File: src/rtl/spi_slave_bridge.sv
`default_nettype none
// ============================================================================
// Module   : spi_slave_bridge - SPI slave (any mode/width), oversampled in clk.
//            Optional partial-word abort pulse (frame_err) via SPI_FRAME_ERR_EN.
// Revision : 1.0
// ============================================================================
module spi_slave_bridge #(
    parameter int unsigned DATA_W      = 8,
    parameter bit          CPOL        = 1'b0,
    parameter bit          CPHA        = 1'b0,
    parameter int unsigned SYNC_STAGES = 2
) (
    input  logic              clk,
    input  logic              rst_n,
    input  logic              sclk,
    input  logic              cs_n,
    input  logic              mosi,
    output logic              miso,
    output logic              byte_sync,
    output logic [DATA_W-1:0] data_in,
    input  logic [DATA_W-1:0] data_out
`ifdef SPI_FRAME_ERR_EN
    ,
    output logic              frame_err
`endif
);
    localparam int unsigned        c_cnt_w = $clog2(DATA_W);
    localparam logic [c_cnt_w-1:0] c_last  = c_cnt_w'(DATA_W - 1);

    logic [SYNC_STAGES-1:0] sclk_sync_q, sclk_sync_d;
    logic [SYNC_STAGES-1:0] cs_sync_q, cs_sync_d;
    logic [SYNC_STAGES-1:0] mosi_sync_q, mosi_sync_d;
    logic [SYNC_STAGES-1:0] vld_q, vld_d;
    logic                   armed_q, armed_d;
    logic                   sclk_prev_q, sclk_prev_d;
    logic                   cs_prev_q, cs_prev_d;
    logic [DATA_W-1:0]      rx_q, rx_d;
    logic [DATA_W-1:0]      tx_q, tx_d;
    logic [c_cnt_w-1:0]     bit_cnt_q, bit_cnt_d;
    logic [DATA_W-1:0]      data_in_q, data_in_d;
    logic                   done_q, done_d;
    logic                   byte_sync_q, byte_sync_d;
    logic                   miso_q, miso_d;
`ifdef SPI_FRAME_ERR_EN
    logic                   frame_err_q, frame_err_d;
`endif

    logic sclk_s, cs_s, mosi_s;
    logic leading, trailing, sample_edge, shift_edge, cs_rise, cs_fall;

    always_comb begin
        sclk_s      = sclk_sync_q[SYNC_STAGES-1];
        cs_s        = cs_sync_q[SYNC_STAGES-1];
        mosi_s      = mosi_sync_q[SYNC_STAGES-1];
        leading     = (sclk_prev_q == CPOL) && (sclk_s != CPOL);
        trailing    = (sclk_prev_q != CPOL) && (sclk_s == CPOL);
        sample_edge = armed_q && !cs_s && (CPHA ? trailing : leading);
        shift_edge  = armed_q && !cs_s && (CPHA ? leading : trailing);
        cs_rise     = !cs_prev_q && cs_s;
        cs_fall     = cs_prev_q && !cs_s;

        sclk_sync_d = {sclk_sync_q[SYNC_STAGES-2:0], sclk};
        cs_sync_d   = {cs_sync_q[SYNC_STAGES-2:0], cs_n};
        mosi_sync_d = {mosi_sync_q[SYNC_STAGES-2:0], mosi};
        vld_d       = {vld_q[SYNC_STAGES-2:0], 1'b1};
        // Only a cs_n seen high after reset (through a filled synchroniser)
        // arms the slave, so a frame interrupted by reset is never resumed.
        armed_d     = armed_q | (vld_q[SYNC_STAGES-1] & cs_s);
        sclk_prev_d = sclk_s;
        cs_prev_d   = cs_s;
        rx_d        = rx_q;
        tx_d        = tx_q;
        bit_cnt_d   = bit_cnt_q;
        data_in_d   = data_in_q;
        done_d      = 1'b0;
        byte_sync_d = done_q;

        if (cs_rise) begin
            bit_cnt_d = '0;
            rx_d      = '0;
        end else if (cs_fall && armed_q) begin
            bit_cnt_d = '0;
            rx_d      = '0;
            if (!CPHA) tx_d = data_out;
        end else if (sample_edge) begin
            rx_d = {rx_q[DATA_W-2:0], mosi_s};
            if (bit_cnt_q == c_last) begin
                data_in_d = rx_d;
                bit_cnt_d = '0;
                done_d    = 1'b1;
                if (!CPHA) tx_d = data_out;
            end else begin
                bit_cnt_d = bit_cnt_q + c_cnt_w'(1);
            end
        end else if (shift_edge) begin
            // CPHA=1 loads the word on its first shift edge; CPHA=0 already
            // holds the MSB on the line and must not shift it away.
            if (CPHA && (bit_cnt_q == '0)) tx_d = data_out;
            else if (CPHA || (bit_cnt_q != '0)) tx_d = {tx_q[DATA_W-2:0], 1'b0};
        end

        miso_d = !cs_s & tx_d[DATA_W-1];
`ifdef SPI_FRAME_ERR_EN
        frame_err_d = cs_rise && (bit_cnt_q != '0);
`endif
    end

    always_ff @(posedge clk or negedge rst_n) begin
        if (!rst_n) begin
            sclk_sync_q <= {SYNC_STAGES{CPOL}};
            cs_sync_q   <= {SYNC_STAGES{1'b1}};
            mosi_sync_q <= '0;
            vld_q       <= '0;
            armed_q     <= 1'b0;
            sclk_prev_q <= CPOL;
            cs_prev_q   <= 1'b1;
            rx_q        <= '0;
            tx_q        <= '0;
            bit_cnt_q   <= '0;
            data_in_q   <= '0;
            done_q      <= 1'b0;
            byte_sync_q <= 1'b0;
            miso_q      <= 1'b0;
        end else begin
            sclk_sync_q <= sclk_sync_d;
            cs_sync_q   <= cs_sync_d;
            mosi_sync_q <= mosi_sync_d;
            vld_q       <= vld_d;
            armed_q     <= armed_d;
            sclk_prev_q <= sclk_prev_d;
            cs_prev_q   <= cs_prev_d;
            rx_q        <= rx_d;
            tx_q        <= tx_d;
            bit_cnt_q   <= bit_cnt_d;
            data_in_q   <= data_in_d;
            done_q      <= done_d;
            byte_sync_q <= byte_sync_d;
            miso_q      <= miso_d;
        end
    end

`ifdef SPI_FRAME_ERR_EN
    always_ff @(posedge clk or negedge rst_n) begin
        if (!rst_n) frame_err_q <= 1'b0;
        else        frame_err_q <= frame_err_d;
    end
    assign frame_err = frame_err_q;
`endif

    assign miso      = miso_q;
    assign byte_sync = byte_sync_q;
    assign data_in   = data_in_q;

endmodule
`default_nettype wire

File: config.mk
export PLATFORM = sky130hd
export DESIGN_NAME = spi_slave_bridge
export DESIGN_NICKNAME = d
export VERILOG_FILES = /design/src/rtl/spi_slave_bridge.sv
export SDC_FILE = /design/constraint.sdc
export NUM_CORES = 1
export LEC_CHECK = 0
export ABC_AREA = 1
export BUFFER_PORTS_ARGS = -buffer_cell sky130_fd_sc_hd__buf_2
export CAP_MARGIN = 15
export CORE_UTILIZATION = 30
export CTS_CLUSTER_DIAMETER = 50
export DETAILED_ROUTE_END_ITERATION = 8
export GPL_TIMING_DRIVEN = 0
export PLACE_DENSITY = 0.48
export SYNTH_ARGS = -nofsm -noshare
export SYNTH_HDL_FRONTEND = slang
export SYNTH_SLANG_ARGS = --single-unit
File: constraint.sdc
create_clock -name clk -period 3.02 [get_ports clk]
set_clock_uncertainty 0.1 [all_clocks]
set_input_delay 0 -clock clk [delete_from_list [all_inputs] [get_ports clk]]
set_output_delay 0 -clock clk [all_outputs]
set_load 0.01 [all_outputs]
==> results of run 1 <==
## per-layer routing
layer	vias to the layer above	track usage, %	wire length (microns)
met5	-	0	0
met4	0	6.173	74
met3	8	4.497	104
met2	14	18.35	1465
met1	567	15.69	1379
li1	579	-	-
## power groups by stage
stage / clock network [W] / registers, W / logic, W
floorplan: 0 / 0.000588 / 0.0000504
global placement: 0 / 0.000589 / 0.0000786
detailed placement: 0 / 0.000591 / 0.0000824
CTS: 0.000462 / 0.000581 / 0.0000944
global route: 0.000493 / 0.000584 / 0.000107
finish: 0.000449 / 0.000581 / 0.0000926
## worst max-delay path: cells and delay by family (launching register included)
| family | cells | cell delay [ps] |
|---|---|---|
| AND/OR/NAND/NOR | 4 | 480 |
| adder cells (fa/ha/maj) | 2 | 480 |
| flip-flops | 1 | 410 |
## state kept, by name, indices dropped and copies added (netlist names)
register	flops
cs_sync_q	2
cs_prev_q	1
mosi_sync_q	2
tx_q	8
miso	1
vld_q	2
sclk_prev_q	1
bit_cnt_q	3
sclk_sync_q	2
armed_q	1
byte_sync	1
byte_sync_d	1
data_in	8
rx_q	7
## kinds of logic after synthesis
group / count (synthesis) / share of synthesized area, %
buf+inv: 22 / 5.530
other cells: 1 / 0.2302
compound gates: 20 / 9.216
flops: 40 / 61.67
fa+ha+maj: 3 / 2.304
simple gates: 67 / 21.05
## area by class of cell
type	count	share of cell area (%)
clock buffers	5	3.337
plain buffers	1	0.5461
flip-flops and latches	40	48.73
repair buffers	34	11.17
well taps	70	4.248
multi-input cells	91	25.91
clock inverters	3	2.245
inverters	21	3.823
## placed cells by master, fill, tap and decap left out
cell                             n
sky130_fd_sc_hd__nand2_1        31
sky130_fd_sc_hd__nand3_4         1
sky130_fd_sc_hd__clkbuf_8        5
sky130_fd_sc_hd__o21ai_1         1
sky130_fd_sc_hd__nand3_1        16
sky130_fd_sc_hd__o21ai_0         2
sky130_fd_sc_hd__o22ai_1         7
sky130_fd_sc_hd__dfstp_2         3
sky130_fd_sc_hd__nand2_2         6
sky130_fd_sc_hd__nor2_4          2
sky130_fd_sc_hd__nand4_1         1
sky130_fd_sc_hd__clkinvlp_4      1
sky130_fd_sc_hd__a21oi_1         1
sky130_fd_sc_hd__inv_2           2
sky130_fd_sc_hd__dfrtp_1        37
sky130_fd_sc_hd__ha_1            3
sky130_fd_sc_hd__inv_1          19
sky130_fd_sc_hd__dlygate4sd3_1  12
sky130_fd_sc_hd__nand3_2         2
sky130_fd_sc_hd__conb_1          1
sky130_fd_sc_hd__buf_6           1
sky130_fd_sc_hd__inv_6           1
sky130_fd_sc_hd__bufinv_16       1
sky130_fd_sc_hd__nor2_1          5
sky130_fd_sc_hd__o21ai_2         8
sky130_fd_sc_hd__nand2_4         1
sky130_fd_sc_hd__o21ai_4         1
sky130_fd_sc_hd__nor2_2          2
sky130_fd_sc_hd__buf_2          22
## per-stage QoR
stage / cell area (sq um) / worst slack (ps) / cells / total power, W
2_1_floorplan: 1629 / 1565 / 153 / 0.0006380
3_3_place_gp: 1827 / 1467 / 245 / 0.0006674
3_5_place_dp: 1827 / 1421 / 245 / 0.0006732
4_1_cts: 2062 / 1408 / 265 / 0.001137
5_1_grt: 2062 / 1281 / 265 / 0.001184
6_report: 2062 / 1414 / 265 / 0.001122
## path summary, 6_finish.rpt
kind                               from           end  slack (ps)  cells past startpoint
setup / recovery           bit_cnt_q[0]       tx_q[4]        1410                      6
hold / removal                     cs_n  cs_sync_q[0]         240                      2
setup reg to reg           bit_cnt_q[0]       tx_q[4]        1410                      6
hold reg to reg             byte_sync_d     byte_sync         250                      0
max in group asynchronous         rst_n       tx_q[2]        2010                      2
min in group asynchronous         rst_n     byte_sync         260                      2
==> impl_metrics.toml, run 1 <==
[sta]
finalHoldViolCount = 0
rsz0062_at_grt = "no"
min_period_ps = 1606
totalNegativeSetupSlack_ps = 0
tightestPinTransition_ps = 881.1
final.period_utilization_pct = 53.17
worst_hold_slack_ps = 238.7
max_freq_ghz = 0.6228
setup_viol = 0
timing.final.max_slew_violations = 0
slew-limit-headroom_pct = 41.26

[clock_tree]
hold_buffer_count_at_cts = 12
cts-htree-levels = 2
clk-insertion-delay-late_ps = 290
cts_tree = "done"
post_cts_repair_setup_buffers = 0
clk_path_buf_depth = 2
clock-sinks = 40
root_buffer = "sky130_fd_sc_hd__clkbuf_8"
clkSlewWorstSetupHoldPaths_ps = 80
cts_made_buffers = 5
post_cts_resize_count = 0

[logic_synthesis]
synth-warning-count = 0
synth_ff_type = "sky130_fd_sc_hd__dfrtp_1"
avgSynthCellArea_sq_um = 10.65
yosys.cell_types.count = 23
synth_top_cell_by_area = "sky130_fd_sc_hd__dfrtp_1"
postSynth.asyncResetShare_pct = 100.0
synth_enable_flop_cells = 0
netlist.area_leader.share_pct = 56.84
postSynthRegisterBits = 40
synthTopCellsByCount = "sky130_fd_sc_hd__dfrtp_1 (37), sky130_fd_sc_hd__nand2_1 (31), sky130_fd_sc_hd__inv_1 (19)"
synth.top_cells.by_area = "sky130_fd_sc_hd__dfrtp_1 (57%), sky130_fd_sc_hd__nand2_1 (7.1%), sky130_fd_sc_hd__nand3_1 (4.9%)"
syn-cell-area_sq_um = 1629
post_synth_inst_count = 153
number_of_nets_in_the_synthesized_netlist = 169
part_of_the_yosys_area_used_for_sequential_elements_pct = 61.67
cell_with_the_most_instances_after_synthesis = "sky130_fd_sc_hd__dfrtp_1"

[floorplanning]
design.die.area_sq_um = 5729
vertical_die_dimension_microns = 75.69
coreArea_sq_um = 5172
fp.dieW_microns = 75.69
initial_core_util_pct = 31.49
design.portCount = 23
num_rows = 26

[critical_path]
critPathArrivalTime_ps = 1680
critical_path_class = "reg2reg"
worstSetupStartpointType = "flip-flop"
type_of_destination_of_the_critical_path = "flip-flop"
worstPathCellList = "ha_1, ha_1, nand3_1, nand2_1, nand2_1, nand3_1"
data_required_critical_path_ps = 3090
critical_path.slowest_cell = "sky130_fd_sc_hd__dfrtp_1"
critical_path_fanout_max = 7
slowest_delay_ps = 410

[drt]
route.detailed.drc = 0
totalWireLength_microns = 3023
drt-vias-per-instance = 4.408
route.vias.total = 1168
detailedRoute.firstIterationViolations = 85
routedWlPerCell_microns = 11.41
antenna_left = 0
drt_pass1_iterations = 4

[grt]
track_usage_pct = 12.28
antenna_found_initial = 0
grt_start_max_net_pins = 41
grt_pass1_vias = 1093
grt_first_pass_wirelength_microns = 5064
globalRoute.totalOverflow = 0

[pwr]
switching_share_pct = 24.15
power.density_nw_per_um2 = 544.3
leakage_nw = 1.010
power.combinational.fraction_pct = 8.2
p_sw_w = 0.0002710
max_rail_drop_vdd_uv = 180.8
p_seq_share_pct = 51.8
portion_of_total_power_attributed_to_the_clock_network_pct = 40.0
intPower_w = 0.0008514

[final_layout]
number_of_diodes = 0
post-route-util_pct = 39.86
area.sequential_sq_um = 1005
drive_gt1_share_pct = 30.26
multi_input_comb_area_sq_um = 534.3
finish.net_count = 210
areaGrowthSynthToFinish_pct = 26.57
nFillCells = 502

[placed_design]
post-dp-hpwl_microns = 2079
port-buffer-count = 22
routabilityCongestion = 0.7029

[flow_run]
timing.max_cap.violations = 0

[hold_path]
timing.hold.worst.class = "in2reg"

[status]
run_status = "completed"
(Power assumes the default switching activity.)
==> run 2, diff against run 1 <==
--- a/config.mk
+++ b/config.mk
@@ -12,7 +12,7 @@
 export CTS_CLUSTER_DIAMETER = 50
 export DETAILED_ROUTE_END_ITERATION = 8
 export GPL_TIMING_DRIVEN = 0
-export PLACE_DENSITY = 0.48
+export PLACE_DENSITY = 0.5
 export SYNTH_ARGS = -nofsm -noshare
 export SYNTH_HDL_FRONTEND = slang
 export SYNTH_SLANG_ARGS = --single-unit
==> constraint.sdc (replaced) <==
create_clock -name clk -period 1.3 [get_ports clk]
set_clock_uncertainty 0.1 [all_clocks]
set_input_delay 0 -clock clk [delete_from_list [all_inputs] [get_ports clk]]
set_output_delay 0 -clock clk [all_outputs]
set_load 0.01 [all_outputs]
==> run 2 against run 1 <==
Against the previous run:
- clock power grew 120%
- worst setup slack got worse by 1500 ps
- critical path type unchanged
- largest cell class unchanged
- critical path depth increased by 2
- the flow now finishes with violations (setup timing)
- fmax rose by 15%
- non-clock buffer count rose by 11
==> impl_metrics.toml, run 2 (synthesis gave the netlist of run 1 again) <==
[floorplanning]
design.portCount = 23
initial_core_util_pct = 31.49
design.die.area_sq_um = 5729
num_rows = 26
coreArea_sq_um = 5172
fp.dieW_microns = 75.69
vertical_die_dimension_microns = 75.69

[drt]
met1_length_microns = 1427
antenna_left = 0
drt-vias-per-instance = 4.406
detailedRoute.firstIterationViolations = 62
topRoutingLayerUsed = "met4"
route.vias.total = 1216
wl_met2_microns = 1533
routedWlPerCell_microns = 11.58
totalWireLength_microns = 3195
route.detailed.drc = 0
met3RoutedLength_microns = 154
drt_pass1_iterations = 4

[final_layout]
areaGrowthSynthToFinish_pct = 39.48
mostFrequentLayoutCells = "sky130_fd_sc_hd__dfrtp_1 (37), sky130_fd_sc_hd__buf_2 (22), sky130_fd_sc_hd__nand2_1 (20), sky130_fd_sc_hd__inv_1 (17), sky130_fd_sc_hd__nand3_1 (15)"
drive_gt1_share_pct = 41.75
post-route-cell-area_sq_um = 2272
finish.net_count = 221
number_of_diodes = 0
nFillCells = 482
finish.cell_count_without_fillers = 276
most_common_library_cell_in_the_layout_ignoring_fill_and_taps = "sky130_fd_sc_hd__dfrtp_1"

[grt]
grt_start_max_net_pins = 41
track_usage_pct = 13.06
grt_first_pass_wirelength_microns = 5326
grt_pass1_vias = 1134
globalRoute.totalOverflow = 0
antenna_found_initial = 0

[sta]
slew-limit-headroom_pct = 42.60
worst_hold_slack_ps = 244.0
final.period_utilization_pct = 107.3
rsz0062_at_grt = "yes"
max_freq_ghz = 0.7167
setup_viol = 26
finalHoldViolCount = 0
min_period_ps = 1395
timing.final.max_slew_violations = 0
tightestPinTransition_ps = 861.0
post-route-worst-setup-slack_ps = -95.19

[placed_design]
placement_stage_cell_area_sq_um = 1852
numPlacedInstances = 245
port-buffer-count = 22
post-dp-hpwl_microns = 2054
routabilityCongestion = 0.7459

[clock_tree]
cts_tree = "done"
clk-insertion-delay-late_ps = 290
root_buffer = "sky130_fd_sc_hd__clkbuf_8"
cts_made_buffers = 5
clock-sinks = 40
clkSlewWorstSetupHoldPaths_ps = 70
clk_path_buf_depth = 2
cts-htree-levels = 2

[critical_path]
timing.reg2reg.setup_slack_ps = -100
critical_path.slowest_cell = "sky130_fd_sc_hd__dfrtp_1"
worst_r2r_endpoint = "tx_q[7]"
r2r-start = "bit_cnt_q[0]"
critPathBufInv = 1
worst-r2r-cell-count = 8
worstPathCellList = "ha_2, ha_4, nor2_4, nand2_2, nand2_8, nand2_2, nand2_2, inv_1"
critPathArrivalTime_ps = 1490
type_of_destination_of_the_critical_path = "flip-flop"
path_depth = 8
timing.critical_path.to = "tx_q[7]"
data_required_critical_path_ps = 1390
critical_path_fanout_max = 8
worstSetupStartpointType = "flip-flop"
timing.critical_path.max_delay_family = "flip-flops"
slowest_delay_ps = 400
critical_path_class = "reg2reg"
worstSetupStartpoint = "bit_cnt_q[0]"
critical-path-top-cell-by-count = "sky130_fd_sc_hd__nand2_2"

[flow_run]
timing.max_cap.violations = 0

[pwr]
max_rail_drop_vdd_uv = 536.2
totalPowerFinal_w = 0.002598
power.density_nw_per_um2 = 1143
leakage_nw = 1.071

[status]
run_status = "complete, but fails checks"
failed_checks = "setup timing"

[hold_path]
timing.hold.worst.class = "in2async"
-- run 2: changes by cell type in the layout (fill, tap and decap cells not counted), sizes merged --
cell,change
clkinv,+1
clkinvlp,-1
inv,-1
buf,+11
clkbuf,+1
-- run 2: what timing repair did --
item                       CTS  global route
setup endpoints to repair   28            28
pin swaps                    4             3
resized for setup           19            10
hold endpoints to repair    48             0
setup buffers                8             3
hold buffers                12             0
-- run 2: routing by layer --
layer  GRT usage (%)  vias up
li1                -      592
met1           16.27      587
met2           20.04       28
met3           4.630        9
met4           6.790        0
met5               0        -
-- run 2: where the power goes --
group,total (W),leakage (nW),internal (W),switching (W)
clock,0.000998,0.0552,0.000570,0.000428
sequential,0.00135,0.512,0.00131,0.0000363
combinational,0.000252,0.503,0.000108,0.000143
-- run 2: cell type report --
type | instances | area, sq um | area share [%]
clock buffer | 6 | 72.57 | 3.194
sequential | 40 | 1005 | 44.22
timing repair buffer | 45 | 324.1 | 14.26
multi-input combinational | 91 | 649.4 | 28.58
inverter | 21 | 78.83 | 3.469
tap | 70 | 87.58 | 3.855
clock inverter | 2 | 35.03 | 1.542
buffer | 1 | 20.02 | 0.8811
-- run 2: metrics by stage --
| step | util, % | worst slack (ps) | TNS (ps) |
|---|---|---|---|
| after floorplan | - | -19.55 | -107.2 |
| after detailed placement | 35.80 | -168.3 | -3186 |
| after CTS | 42.45 | -118.9 | -1608 |
| final | 43.93 | -95.19 | -1484 |
| after global routing | 43.93 | -183.3 | -3504 |
| after global placement | 35.80 | -131.9 | -2429 |
-- run 2: worst min path at each step --
stage                     startpoint             end  slack, ps
after floorplan                rst_n         armed_q       -400
after global placement          cs_n    cs_sync_q[0]          7
after detailed placement        cs_n    cs_sync_q[0]          6
after CTS                       sclk  sclk_sync_q[0]        240
after global routing            mosi  mosi_sync_q[0]        240
final                          rst_n       byte_sync        240
-- run 2: worst reg2reg max path: stages, from the launching register on --
cell                      delay, ps
sky130_fd_sc_hd__dfrtp_1        400
sky130_fd_sc_hd__ha_2           190
sky130_fd_sc_hd__ha_4           190
sky130_fd_sc_hd__nor2_4          80
sky130_fd_sc_hd__nand2_2         90
sky130_fd_sc_hd__nand2_8         90
sky130_fd_sc_hd__nand2_2         50
sky130_fd_sc_hd__nand2_2         60
sky130_fd_sc_hd__inv_1           40
